File: src/rtl/heart_wave_gen.sv
// heart_wave_gen: synthetic ECG-like sample source.
// Each beat is a P-Q-R-S-T complex followed by a baseline run. A prescaler
// sets the sample rate, and the beat period and R amplitude are latched at
// every beat start. A beat strobe and a beat counter give ground truth for
// a downstream peak detector.
module heart_wave_gen #(
    parameter int DIV_W   = 8,
    parameter int PER_W   = 8,
    parameter int MIN_PER = 9
) (
    input  logic             clk,
    input  logic             reset,
    input  logic             en,
    input  logic [DIV_W-1:0] div,
    input  logic [PER_W-1:0] period,
    input  logic             amp_hi,
    output logic [2:0]       sample,
    output logic             sample_valid,
    output logic             beat,
    output logic [7:0]       beat_count
);

    localparam logic [0:0]       ST_IDLE   = 1'b0;
    localparam logic [0:0]       ST_RUN    = 1'b1;
    localparam logic [PER_W-1:0] MIN_PER_Q = PER_W'(MIN_PER);
    localparam logic [PER_W-1:0] R_IDX     = PER_W'(3);

    logic [DIV_W-1:0] r_presc;
    logic [0:0]       r_state;
    logic [PER_W-1:0] r_idx;
    logic [PER_W-1:0] r_per_q;
    logic             r_amp_q;
    logic [2:0]       r_sample;
    logic             r_valid;
    logic             r_beat;
    logic [7:0]       r_count;

    logic             w_tick;
    logic             w_beat_start;
    logic [PER_W-1:0] w_per_clamped;
    logic [PER_W-1:0] w_per_eff;
    logic             w_amp_eff;
    logic [PER_W-1:0] w_idx_next;

    // Waveform shape as a function of the position inside the beat.
    function automatic logic [2:0] f_wave(input logic [PER_W-1:0] idx,
                                          input logic             amp);
        logic [2:0] v;
        if (idx < PER_W'(2)) begin
            v = 3'd2;
        end else if (idx == PER_W'(2)) begin
            v = 3'd0;
        end else if (idx == PER_W'(3)) begin
            v = amp ? 3'd7 : 3'd5;
        end else if (idx == PER_W'(4)) begin
            v = 3'd0;
        end else if (idx < PER_W'(8)) begin
            v = 3'd3;
        end else begin
            v = 3'd1;
        end
        return v;
    endfunction

    // Tick decode, period clamping and next-index calculation.
    always_comb begin
        w_tick        = en && (r_presc == div);
        w_beat_start  = w_tick && ((r_state == ST_IDLE) || (r_idx == '0));
        if (period < MIN_PER_Q) begin
            w_per_clamped = MIN_PER_Q;
        end else begin
            w_per_clamped = period;
        end
        // The freshly latched values apply to the beat that starts on this tick.
        if (w_beat_start) begin
            w_per_eff = w_per_clamped;
            w_amp_eff = amp_hi;
        end else begin
            w_per_eff = r_per_q;
            w_amp_eff = r_amp_q;
        end
        if (r_idx == (w_per_eff - PER_W'(1))) begin
            w_idx_next = '0;
        end else begin
            w_idx_next = r_idx + PER_W'(1);
        end
    end

    // Prescaler: counts enabled clocks; a lowered div lets it run to all-ones and wrap.
    always_ff @(posedge clk or posedge reset) begin
        if (reset) begin
            r_presc <= '0;
        end else if (en) begin
            if (w_tick) begin
                r_presc <= '0;
            end else begin
                r_presc <= r_presc + DIV_W'(1);
            end
        end
    end

    // Beat sequencing: state, sample index and per-beat latched settings.
    always_ff @(posedge clk or posedge reset) begin
        if (reset) begin
            r_state <= ST_IDLE;
            r_idx   <= '0;
            r_per_q <= MIN_PER_Q;
            r_amp_q <= 1'b1;
        end else if (w_tick) begin
            r_state <= ST_RUN;
            r_idx   <= w_idx_next;
            if (w_beat_start) begin
                r_per_q <= w_per_clamped;
                r_amp_q <= amp_hi;
            end
        end
    end

    // Registered outputs: sample value, strobes and beat counter.
    always_ff @(posedge clk or posedge reset) begin
        if (reset) begin
            r_sample <= 3'd1;
            r_valid  <= 1'b0;
            r_beat   <= 1'b0;
            r_count  <= 8'd0;
        end else begin
            r_valid <= w_tick;
            r_beat  <= w_tick && (r_idx == R_IDX);
            if (w_tick) begin
                r_sample <= f_wave(r_idx, w_amp_eff);
                if (r_idx == R_IDX) begin
                    r_count <= r_count + 8'd1;
                end
            end
        end
    end

    assign sample       = r_sample;
    assign sample_valid = r_valid;
    assign beat         = r_beat;
    assign beat_count   = r_count;

endmodule

File: config.mk
export PLATFORM = sky130hd
export DESIGN_NAME = heart_wave_gen
export DESIGN_NICKNAME = d
export VERILOG_FILES = /design/src/rtl/heart_wave_gen.sv
export SDC_FILE = /design/constraint.sdc
export NUM_CORES = 1
export LEC_CHECK = 0
export ABC_AREA = 1
export ABC_CLOCK_PERIOD_IN_PS = 3030
export BUFFER_PORTS_ARGS = -buffer_cell sky130_fd_sc_hd__buf_2
export CAP_MARGIN = 20
export CORE_AREA = 2 2 91 71
export CTS_BUF_LIST = sky130_fd_sc_hd__clkbuf_4 sky130_fd_sc_hd__clkbuf_8
export DETAILED_ROUTE_END_ITERATION = 12
export DIE_AREA = 0 0 93 73
export GPL_TIMING_DRIVEN = 0
export PLACE_DENSITY = 0.68
export SYNTH_ARGS = -nofsm -noshare
export SYNTH_HDL_FRONTEND = slang
export SYNTH_SLANG_ARGS = --single-unit
File: constraint.sdc
create_clock -name clk -period 3.03 [get_ports clk]
set_clock_uncertainty 0.15 [all_clocks]
set_input_delay 0.303 -clock clk [delete_from_list [all_inputs] [get_ports clk]]
set_output_delay 0.303 -clock clk [all_outputs]
set_load 0.01 [all_outputs]
==> results by group <==
Final layout
  • Area Growth Syn to Fin: 19.6%
  • Register area: 983 sq um
  • Final core utilization: 0.520
  • Area of the multi-input gates: roughly 1400 sq um
  • Most common cell after layout, fill and taps aside: nand2_1
  • Layout cell share with drive strength beyond 1: 0.266
  • Fin nets: 428
  • Antenna cells: 0
  • Commonest non-fill, non-tap cells in the layout: nand2_1, inv_1, buf_2, dfrtp_1, nor2_1
  • Fill count: just over 600

Worst setup path
  • RR Endpoint: r_idx[4]
  • CP max stage delay: 420 ps
  • Critical Path RT: approximately 3100 ps
  • Crit path max fanout: 6
  • Worst setup path startpoint: r_idx[0]
  • Startpoint types: register
  • Cell Chain, Critical Path: inv_2, ha_4, nand3_4, o21ai_4, nand3_4, buf_8, nand2_2, nand2_4, ha_4, xor2_2, inv_1, nand2_1, nand2_1, nor2_1, nand2_1, nor2_4, nand4_4, nand2_1, inv_1
  • Crit path top cell by count: nand2_1
  • FF-to-FF Start: r_idx[0]
  • Crit. End Element: register
  • Critical Path End: r_idx[4]
  • CP max-delay cell: dfrtp_1
  • Arr. time, crit path: 2830 ps
  • R2R Setup Slk: 240 ps
  • Crit path kind: reg2reg
  • Cells on worst reg2reg path: 19

STA
  • Worst hold margin: -3.26 ps
  • Final worst setup slack: about 240 ps
  • Final setup vio count: 0
  • Crit share post-route: 0.921
  • Slew Viols, Final: 0
  • FMAX: 0.358 GHz
  • Worst-margin pin slew: around 790 ps
  • Final Hold Viols: 8
  • Slew headroom: 0.470
  • Clock period minus worst slack: ~2800 ps
  • TNS Setup: 0 ps

Logic synthesis
  • Synth Area in Compound Gates: 0.0398
  • Yosys top cell area share: 0.335
  • Xor and xnor area share after synthesis: 0.0699
  • Post-synthesis mux area share: 0
  • Yosys reg bits: 39
  • Synth Area in Simple Gates: 0.362
  • Cell Area, Synth: around 2600 sq um
  • Synth Area in Adders: 0.0287
  • Post-Syn Instances: around 350
  • Syn Nets: ~380
  • Count of different cell masters after synthesis: 33
  • Ys Warns: 0
  • Avg Inst Size Synth: 7.42 sq um
  • Area leader, netlist: dfrtp_1
  • Largest family of logic cells by synthesized area: simple AND/OR/NAND/NOR gates
  • Post-synthesis sequential area ratio: 0.375
  • Dominant cells by area after synthesis: dfrtp_1, nand2_1, inv_1, xor2_1, dfstp_2

Clocking
  • TritonCTS clock tree: yes
  • Clock sinks: 39
  • Worst-path clk slew: approximately 80 ps
  • Root Buffer: clkbuf_8
  • H-tree depth: 2
  • Skew-Pair Late Insertion Delay: around 300 ps
  • Max clock buf depth: 2
  • CTS Buf Count: 5

Place
  • Buffers on Ports: 32
  • DP HPWL: between 3000 and 4000 um
  • Place WS: -178 ps
  • Gpl congestion: ~0.80

Floorplan
  • Starting Density: 0.435
  • Ports: 33
  • Die width: between 90 and 100 um
  • Die height: roughly 73 um
  • Die Area: around 6800 sq um
  • Rows: 25
  • Area of the core: between 6000 and 7000 sq um

Drt
  • Vias per cell: roughly 4.6
  • DRT antenna net count: 0
  • DR WL/cell: approximately 11 um
  • Starting DRT DRC Count: 82
  • Remaining DRCs: 0
  • Drt first pass iters: 4
  • Via count: approximately 2200
  • Drt total wl: between 5000 and 6000 um

Status
  • Failing checks: hold timing
  • Status: finished, violations left

Hold path
  • Worst hold path type: in2async

Global route
  • Overflow after GRT: 0
  • First-pass GRT wire length: between 8000 and 9000 um
  • Largest net degree at the start of global routing: 40
  • GRT Overall Usage: 0.167
  • Vias in the first global route: 2042
  • Initial antenna violation count: 0

Power
  • Leak: between 0.0015 and 0.002 uW
  • Max VDD drop: roughly 0.23 mV
  • PD cells: 645 nW/um^2

Job
  • Max_cap viols: 0
-- Yosys cell counts --
cell / instances
nand3_1: 17
xnor2_1: 4
o21ai_2: 1
inv_1: 69
nor2_2: 3
nand3_2: 1
o31ai_1: 1
xor2_1: 15
buf_6: 3
a21oi_1: 7
dfrtp_1: 35
nor4_4: 1
nand4_4: 1
o2111ai_1: 1
clkbuf_1: 1
xor2_2: 1
ha_1: 6
a21oi_2: 1
nand2_2: 11
nor2_4: 5
nor3_1: 3
dfstp_2: 4
nand3b_1: 2
nor3b_1: 2
nand3_4: 2
nand2_1: 98
buf_2: 2
nor2_1: 27
o21ai_0: 7
inv_2: 5
nor2_8: 1
nand4_1: 14
or2_2: 1
-- final cells by class --
class | instances | share of cell area
timing repair buffer | 43 | 0.0777
clock buffer | 5 | 0.0220
buffer | 6 | 0.0184
inverter | 74 | 0.0889
clock inverter | 3 | 0.00641
multi-input combinational | 233 | 0.440
sequential | 39 | 0.315
tap | 81 | 0.0324
-- power breakdown --
| part | internal [uW] | switching [uW] |
|---|---|---|
| Clock | 160 | 195 |
| Combinational | 361 | 542 |
| Sequential | 660 | 97.9 |
-- how the worst min path moves through the flow --
stage                               end  slack (ps)           from  depth (start not counted)
after floorplan              r_presc[0]         240             en                          1
after detailed placement  beat_count[7]         300  beat_count[7]                          1
after global routing      beat_count[7]          80          reset                          2
after global placement    beat_count[7]         310  beat_count[7]                          1
after CTS                 beat_count[7]          40          reset                          2
final                        r_per_q[6]          -3          reset                          2
-- kinds of logic after synthesis --
group / count (synthesis)
AO/OA/AOI/OAI: 18
XOR/XNOR: 20
adder cells (fa/ha/maj): 6
buffers and inverters: 80
flip-flops: 39
AND/OR/NAND/NOR: 189
-- sequential cells by signal (all words and copies together) (netlist names) --
| register | count |
|---|---|
| beat_count | 8 |
| r_idx | 8 |
| r_per_q | 8 |
| r_presc | 8 |
| sample | 3 |
| beat | 1 |
| r_amp_q | 1 |
| r_state | 1 |
| sample_valid | 1 |
-- per-layer routing --
metal	vias up	track usage	wire, um
li1	1172	-	-
met1	990	0.224	2680
met2	39	0.269	2340
met3	9	0.0310	233
met4	0	0.0670	82
met5	-	0	0
-- worst max-delay path: cells and delay by family, from the launching register on --
family	cells	cell delay (ps)
xor gates and xnor gates	1	170
DFF	1	420
and+or+nand+nor	11	990
buffers and inverters	4	360
AOI/OAI and AO/OA	1	250
adders and majority gates	2	330
-- stage by stage --
| stage | cells | instance area (sq um) | total power [uW] |
|---|---|---|---|
| finish | 484 | 3130 | 2020 |
| global route | 484 | 3130 | 2190 |
| CTS | 475 | 2990 | 1950 |
| detailed placement | 465 | 2870 | 1560 |
| global placement | 465 | 2870 | 1540 |
| floorplan | 352 | 2610 | 1390 |
-- timing repair --
action	in CTS	in global routing
buffers inserted	2	9
endpoints found under the setup margin	8	8
resized for setup	4	16
pin swaps	1	8
hold buffers	0	0
(Power assumes the default switching activity.)
